**config.mk**
```make
export PLATFORM = sky130hd
export DESIGN_NAME = barrel_shifter_arbiter
export DESIGN_NICKNAME = d
export VERILOG_FILES = /design/src/rtl/barrel_shifter_arbiter_pkg.sv /design/src/rtl/barrel_shifter_right.sv /design/src/rtl/barrel_shifter_arbiter.sv
export SDC_FILE = /design/constraint.sdc
export NUM_CORES = 1
export LEC_CHECK = 0
export CORE_UTILIZATION = 55
export CTS_CLUSTER_DIAMETER = 100
export DETAILED_ROUTE_END_ITERATION = 10
export DONT_BUFFER_PORTS = 1
export GPL_TIMING_DRIVEN = 0
export PLACE_DENSITY = 0.7
export SETUP_SLACK_MARGIN = 0.1
export SLEW_MARGIN = 5
export SYNTH_ARGS = -nofsm -noshare
export SYNTH_HDL_FRONTEND = slang
export SYNTH_HIERARCHICAL = 1
export SYNTH_SLANG_ARGS = --single-unit
export TNS_END_PERCENT = 5
```
**constraint.sdc**
```tcl
create_clock -name clock -period 5.2 [get_ports clock]
set_input_delay 0.78 -clock clock [delete_from_list [all_inputs] [get_ports clock]]
set_output_delay 0.78 -clock clock [all_outputs]
set_load 0.05 [all_outputs]
```
**src/rtl/barrel_shifter_arbiter_pkg.sv**
```systemverilog
// Shared types and helpers for barrel_shifter_arbiter.
// Holds the output FSM state enum and the pointer wrap helper.
package barrel_shifter_arbiter_pkg;

  // Output register stage: StEmpty means no result is held, StFull means result_valid is high.
  typedef enum logic {
    StEmpty = 1'b0,
    StFull  = 1'b1
  } out_state_e;

  // Increment an index modulo n.
  function automatic int unsigned wrap_inc(int unsigned idx, int unsigned n);
    return (idx + 1 >= n) ? 0 : idx + 1;
  endfunction

endpackage

```
**src/rtl/barrel_shifter_right.sv**
```systemverilog
// Combinational logical right shifter with a selectable fill bit.
// The vacated upper bits are filled with pad_value.
module barrel_shifter_right
  import barrel_shifter_arbiter_pkg::*;
#(
  parameter int unsigned DATA_WIDTH  = 8,
  parameter int unsigned SHIFT_WIDTH = $clog2(DATA_WIDTH)
) (
  input  logic [DATA_WIDTH-1:0]  data,
  input  logic [SHIFT_WIDTH-1:0] shift,
  input  logic                   pad_value,
  output logic [DATA_WIDTH-1:0]  result
);

  logic [DATA_WIDTH-1:0] stage;

  // Logarithmic shifter: stage s moves by 2**s when shift[s] is set.
  always_comb begin
    stage = data;
    for (int s = 0; s < SHIFT_WIDTH; s++) begin
      if (shift[s]) begin
        stage = (stage >> (1 << s)) |
                (pad_value ? ~({DATA_WIDTH{1'b1}} >> (1 << s)) : '0);
      end
    end
    result = stage;
  end

endmodule

```
**src/rtl/barrel_shifter_arbiter.sv**
```systemverilog
// Arbitrated barrel shifter: grants one requester per cycle, shifts its operand
// right with pad fill, and registers the result behind a valid/ready handshake.
// Define BARREL_SHIFTER_ARBITER_ROUND_ROBIN_EN for round-robin grant; otherwise
// fixed priority (lowest valid index wins).
module barrel_shifter_arbiter
  import barrel_shifter_arbiter_pkg::*;
#(
  parameter int unsigned DATA_WIDTH  = 8,
  parameter int unsigned SHIFT_WIDTH = $clog2(DATA_WIDTH),
  parameter int unsigned REQUESTERS  = 4,
  parameter int unsigned ID_WIDTH    = $clog2(REQUESTERS)
) (
  input  logic                              clock,
  input  logic                              reset,
  input  logic [REQUESTERS-1:0]             request_valid,
  output logic [REQUESTERS-1:0]             request_ready,
  input  logic [REQUESTERS*DATA_WIDTH-1:0]  request_data,
  input  logic [REQUESTERS*SHIFT_WIDTH-1:0] request_shift,
  input  logic [REQUESTERS-1:0]             request_pad_value,
  output logic                              result_valid,
  input  logic                              result_ready,
  output logic [DATA_WIDTH-1:0]             result_data,
  output logic [ID_WIDTH-1:0]               result_id
);

  out_state_e              state_q, state_d;
  logic [REQUESTERS-1:0]   grant;
  logic [ID_WIDTH-1:0]     grant_id;
  logic                    found;
  logic                    can_accept;
  logic                    transfer;
  logic [DATA_WIDTH-1:0]   sel_data;
  logic [SHIFT_WIDTH-1:0]  sel_shift;
  logic                    sel_pad;
  logic [DATA_WIDTH-1:0]   shifted;
  logic [DATA_WIDTH-1:0]   data_q;
  logic [ID_WIDTH-1:0]     id_q;

`ifdef BARREL_SHIFTER_ARBITER_ROUND_ROBIN_EN
  logic [ID_WIDTH-1:0] ptr_q, ptr_d;

  // Round-robin search: indices at or above the pointer first, then wrap to the low ones.
  always_comb begin
    found    = 1'b0;
    grant_id = '0;
    for (int i = 0; i < REQUESTERS; i++) begin
      if (!found && request_valid[i] && (ID_WIDTH'(i) >= ptr_q)) begin
        found    = 1'b1;
        grant_id = ID_WIDTH'(i);
      end
    end
    for (int i = 0; i < REQUESTERS; i++) begin
      if (!found && request_valid[i]) begin
        found    = 1'b1;
        grant_id = ID_WIDTH'(i);
      end
    end
  end

  // Next pointer is one past the granted requester.
  always_comb begin
    ptr_d = ID_WIDTH'(wrap_inc(32'(grant_id), REQUESTERS));
  end

  // Pointer moves only on a transfer, so idle cycles leave arbitration untouched.
  always_ff @(posedge clock) begin
    if (reset) begin
      ptr_q <= '0;
    end else if (transfer) begin
      ptr_q <= ptr_d;
    end
  end
`else
  // Fixed priority: lowest valid index wins.
  always_comb begin
    found    = 1'b0;
    grant_id = '0;
    for (int i = 0; i < REQUESTERS; i++) begin
      if (!found && request_valid[i]) begin
        found    = 1'b1;
        grant_id = ID_WIDTH'(i);
      end
    end
  end
`endif

  // One-hot grant vector and operand select for the granted requester.
  always_comb begin
    grant     = '0;
    sel_data  = '0;
    sel_shift = '0;
    sel_pad   = 1'b0;
    if (found) begin
      grant[grant_id] = 1'b1;
    end
    for (int i = 0; i < REQUESTERS; i++) begin
      if (grant[i]) begin
        sel_data  = request_data[i*DATA_WIDTH +: DATA_WIDTH];
        sel_shift = request_shift[i*SHIFT_WIDTH +: SHIFT_WIDTH];
        sel_pad   = request_pad_value[i];
      end
    end
  end

  // Accept when empty, or when full and the held result drains this cycle.
  // Ready derives from request_valid and local state only, never from other readies.
  always_comb begin
    can_accept    = (state_q == StEmpty) || result_ready;
    request_ready = grant & {REQUESTERS{can_accept && !reset}};
    transfer      = |request_ready;
  end

  barrel_shifter_right #(
    .DATA_WIDTH  (DATA_WIDTH),
    .SHIFT_WIDTH (SHIFT_WIDTH)
  ) u_shifter (
    .data      (sel_data),
    .shift     (sel_shift),
    .pad_value (sel_pad),
    .result    (shifted)
  );

  // Output FSM next state.
  always_comb begin
    state_d = state_q;
    unique case (state_q)
      StEmpty: if (transfer) state_d = StFull;
      StFull:  if (result_ready && !transfer) state_d = StEmpty;
    endcase
  end

  // State and result register; reset discards any held result.
  always_ff @(posedge clock) begin
    if (reset) begin
      state_q <= StEmpty;
      data_q  <= '0;
      id_q    <= '0;
    end else begin
      state_q <= state_d;
      if (transfer) begin
        data_q <= shifted;
        id_q   <= grant_id;
      end
    end
  end

  assign result_valid = (state_q == StFull);
  assign result_data  = data_q;
  assign result_id    = id_q;

endmodule

```
Word-level counts from Yosys, hierarchy flattened
Cells that the tools add are included.
Cells by class
  magnitude comparators: 2
  muxes and demuxes: 31
  bitwise operators: 5
  reductions and logical operators: 13
Operators with widths (count)
  $mux W8: 10
  $mux W1: 12
  $mux W3: 4
  $or A4 B8 Y8: 1
  $or A6 B8 Y8: 1
  $or A7 B8 Y8: 1
  $logic_and A1 B1 Y1: 6
  $logic_not A1 Y1: 5
  $and A4 B4 Y4: 1
  $mux W2: 2
  $mux W4: 1
  $reduce_or A4 Y1: 1
  $lt A2 B3 Y1 const B: 1
  $demux W1 S2: 1
  $ge A2 B1 Y1 const B: 1
  $pmux W1 S2: 1
  $logic_or A1 B1 Y1: 1
  $not A1 Y1: 1
Word-level totals
  flip-flop bits (word level): 11
  input bits: 55
  output and inout bits: 15
  word-level logic and storage cells: 54

Logic depth before layout (Yosys ltp)
  depth after elaboration: 26
  mapped depth: 11
  gate-level depth less buffers: 8

Modules after synthesis
Netlist, hierarchy kept.
Modules (own cells, without submodules)
  barrel_shifter_arbiter: instances 1, cells an instance 115, area each 852.1 µm², seq. area each 220.2 µm²
  barrel_shifter_right: instances 1, cells an instance 37, area each 306.5 µm², seq. area each 0.0 µm²

Worst setup path before layout
Ideal clock, no wire load.
  path type: input to output
  from: input request_valid[1]
  to: output request_ready[1]
  arrival: 2381 ps
  required time: 4420 ps
  setup slack: 2039 ps
  stages on the path: 3
  path buffers: 2
  cell sequence: buf_4 > clkbuf_1 > nor3b_1
On the way
  cells in the longest elaborated chain, start to end: 14
  elaborated cells between the ends (all ways): 18
  classes of those cells: order compare: 2; mux: 9; bitwise: 1; reduce/logical: 6
Ends and longest elaborated chain
  start: declaration: line barrel_shifter_arbiter.sv:15  | input logic [REQUESTERS-1:0] request_valid,
  $logic_and A1 B1 Y1 (*): line barrel_shifter_arbiter.sv:79  | if (!found && request_valid[i]) begin
  $mux W1: line barrel_shifter_arbiter.sv:79
  $logic_not A1 Y1: line barrel_shifter_arbiter.sv:79
  $logic_and A1 B1 Y1: line barrel_shifter_arbiter.sv:79
  $mux W1: line barrel_shifter_arbiter.sv:79
  $logic_not A1 Y1: line barrel_shifter_arbiter.sv:79
  $logic_and A1 B1 Y1: line barrel_shifter_arbiter.sv:79
  $mux W2: line barrel_shifter_arbiter.sv:79
  $lt A2 B3 Y1 (not written as such) / $ge A2 B1 Y1 (equally long branches): line barrel_shifter_arbiter.sv:94  | grant[grant_id] = 1'b1;
  $logic_and A1 B1 Y1 (not written as such): line barrel_shifter_arbiter.sv:94
  $mux W1 (not written as such): line barrel_shifter_arbiter.sv:94
  $demux W1 S2: line barrel_shifter_arbiter.sv:94
  $mux W4 (*): line barrel_shifter_arbiter.sv:93  | if (found) begin
  $and A4 B4 Y4 (*): line barrel_shifter_arbiter.sv:109  | request_ready = grant & {REQUESTERS{can_accept && !reset}};
  end: declaration: line barrel_shifter_arbiter.sv:16  | output logic [REQUESTERS-1:0] request_ready,
Every way passes the cells marked *; elsewhere a longest branch is shown, timed or not.

Final worst setup path
  from: input request_valid[1]
  to: output request_ready[2]
Same word-level chain as after synthesis.

==> key figures <==
CTS
  • Num CTS Buffers: 3
  • Post-CTS Hold Fix Bufs: 0
  • Clk Latency, worst-skew pair: 270 ps
  • Clock sinks: 11
  • Post-CTS sizing: 0
  • CTS tree: built
  • # H-tree levels: 1
  • Setup bufs post-CTS: 0
  • Clock Tree Buf Depth: 2
  • Clock-pin slew on the worst setup and hold paths: about 70 ps
  • Clock Root Buffer: clkbuf_4

Synthesis
  • Ys Warns: 6
  • Syn Area/Cell: around 7.6 um^2
  • Synth cell types: 29
  • Post-synth net total: 207
  • Asr flop ratio synth: 0%
  • FF+latch count, synth: 11
  • Compound-cell area share of the yosys netlist: 30.6%
  • Synthesized area: 1160 um^2
  • Post-synthesis sequential area ratio: between 10% and 20%
  • Simple-gate portion of the synthesized area: between 20% and 30%
  • Top FF cell, synth: dfxtp_1
  • Synth Area in XOR/XNOR: 0%
  • Multiplexer share of the synthesized area: approximately 15%
  • Adder-Cell Fraction of Synth Area: 0%
  • Post-synth EDFFs: 0
  • Largest family of logic cells by synthesized area: compound AO/OA/AOI/OAI gates
  • Mapped Cells: roughly 150

Setup path
  • Max Fanout on Critical Path: 10
  • Worst setup path category: in -> out
  • Critical path capture point: request_ready[2]
  • Worst Setup End Kind: primary output
  • CP Launch Type: input pin
  • FF-to-FF setup slack: 3580 ps
  • Reg2reg end: result_id[0]
  • Reg2reg path depth: 4
  • CP Data Arrival Time: 2090 ps
  • Reg-to-reg startpoint: result_valid
  • Worst setup startpoint: request_valid[1]
  • CP required: approximately 4400 ps

Drt
  • Pre-antenna DRT Iters: 4
  • Initial DRC count: 13
  • DR DRC count: 0
  • Post-Route WL: 2850 um
  • Via-per-instance ratio: about 6.2
  • Vias: 1139
  • ANT nets after route: 0
  • DR WL/cell: about 16 um

STA
  • Final-report max-slew violation count: 0
  • Clock Skew: 2.60 ps
  • Hold Vio Cnt, Final: 0
  • Final setup viols: 0
  • Maximum clock frequency: 349 MHz
  • Worst-Margin Slew: 877 ps
  • RSZ-0062 raised after global routing: false
  • Rel. slew slack: 41.3%
  • Hold slack: 574 ps
  • Setup TNS: 0 ps
  • Tmin final: 2870 ps
  • Crit share post-route: 55.1%

Final layout
  • Antenna Diode Count: 0
  • P&R area growth vs syn: 5.62%
  • Share of layout cells above drive strength 1: 17.3%
  • Final #Nets: 212

Global routing
  • Overall routing resource usage: roughly a quarter
  • First-pass GRT wire length: about 4000 um
  • Initial antenna violation count: 0
  • GRT overflow: 0
  • Vias in the first global route: 990
  • Pin count of the biggest net entering global routing: 11

Run
  • # Max-Cap Violations: 0

Floorplan
  • I/O pin count: 70
  • Die area: 2290 um^2
  • Chip Width: 47.9 um
  • # rows: 16
  • Core area: 1960 um^2
  • Starting Density: 59.1%
  • Die height: about 48 um

Placement
  • Routability congestion estimate: around 0.8
  • Post-DP HPWL: ~2300 um
  • Port bufs: 0

Power
  • P per Cell Area: 238 nW/um^2
  • VDD IR max: between 100 and 150 uV
  • Leak: 0.473 nW

Status
  • Status: completed

Min path
  • Hold Path Class: in -> reg
-- sequential cells by signal (all words and copies together), names as in the netlist --
name,flops
result_data,8
result_id,2
result_valid,1
-- logic make-up after synthesis --
logic type             after synthesis
AOI/OAI and AO/OA                   51
and+or+nand+nor                     51
buffers and inverters               24
muxes                               15
DFF                                 11
-- power breakdown --
part           leakage, nW  switching [mW]  internal, mW
clock network       0.0150          0.0288        0.0297
logic                0.366          0.0545        0.0455
registers           0.0914          0.0393        0.0939
total                0.473           0.123         0.169
-- synth_stat cells (3+ instances only) --
master,instances,area (um^2)
nor2_1,7,26.3
buf_2,6,30.0
clkbuf_1,3,11.3
o211ai_1,9,67.6
o21ai_0,3,15.0
o21ai_1,20,100
mux2i_1,7,70.1
dfxtp_1,11,220
inv_1,10,37.5
nor2b_1,14,87.6
buf_6,3,33.8
mux2_2,6,67.6
a221oi_1,13,114
nand2_1,19,71.3
-- stage by stage --
step / worst slack [ps] / util [%] / instance area, um^2 / instances / total power, mW
after CTS: 2350 / 62.4 / 1220 / 183 / 0.292
after detailed placement: 2310 / 61.0 / 1200 / 179 / 0.235
after global routing: 2240 / 62.4 / 1220 / 183 / 0.308
after floorplan: 2040 / - / 1160 / 152 / 0.218
after global placement: 1930 / 60.8 / 1190 / 179 / 0.232
final: 2330 / 62.4 / 1220 / 183 / 0.292
-- routing by layer --
| layer | up-vias | wire length [um] | share of wire (%) | global-route usage (%) |
|---|---|---|---|---|
| met5 | - | 0 | 0 | 0 |
| met4 | 0 | 21 | 0.74 | 11.1 |
| met3 | 4 | 159 | 5.6 | 1.51 |
| met2 | 44 | 1410 | 49 | 47.6 |
| met1 | 526 | 1260 | 44 | 26.9 |
| li1 | 565 | - | - | - |
-- worst min-delay path by stage --
stage | startpoint | to | slack (ps) | cells after the start
floorplan | result_data[6] | result_data[6] | 730 | 2
global placement | result_data[7] | result_data[7] | 750 | 2
detailed placement | result_data[7] | result_data[7] | 750 | 2
CTS | reset | result_valid | 570 | 1
global route | reset | result_valid | 570 | 1
finish | reset | result_valid | 570 | 1
-- cell type report --
cell class	count	area, um^2
Buffer	14	90.1
Clock buffer	4	26.3
Fill cell	199	738
Inverter	10	37.5
Multi-Input combinational cell	117	816
Sequential cell	11	220
Tap cell	27	33.8
-- worst max-delay path, stage by stage --
cell and delay (ps):
buf_4 150, clkbuf_1 220, nor2_1 200, nand2_1 70, nor2_1 660
-- placed cells by master (no fill, tap or decap), types with 2 or more instances in the layout --
master | netlist | routed
buf_2 | 6 | 6
o21ai_1 | 20 | 20
o211ai_1 | 9 | 9
and3_1 | 2 | 2
buf_4 | 2 | 2
mux2i_1 | 7 | 7
clkbuf_4 | 0 | 3
dfxtp_1 | 11 | 11
o221ai_1 | 2 | 2
buf_6 | 3 | 3
a21oi_1 | 2 | 2
nor2_1 | 7 | 7
inv_1 | 10 | 10
mux2_2 | 6 | 6
or3_1 | 2 | 2
a221oi_1 | 13 | 13
clkbuf_1 | 3 | 4
o21ai_0 | 3 | 3
nand2_1 | 19 | 19
nor2b_1 | 14 | 14
Note: power is estimated with default switching activity, not from simulation.
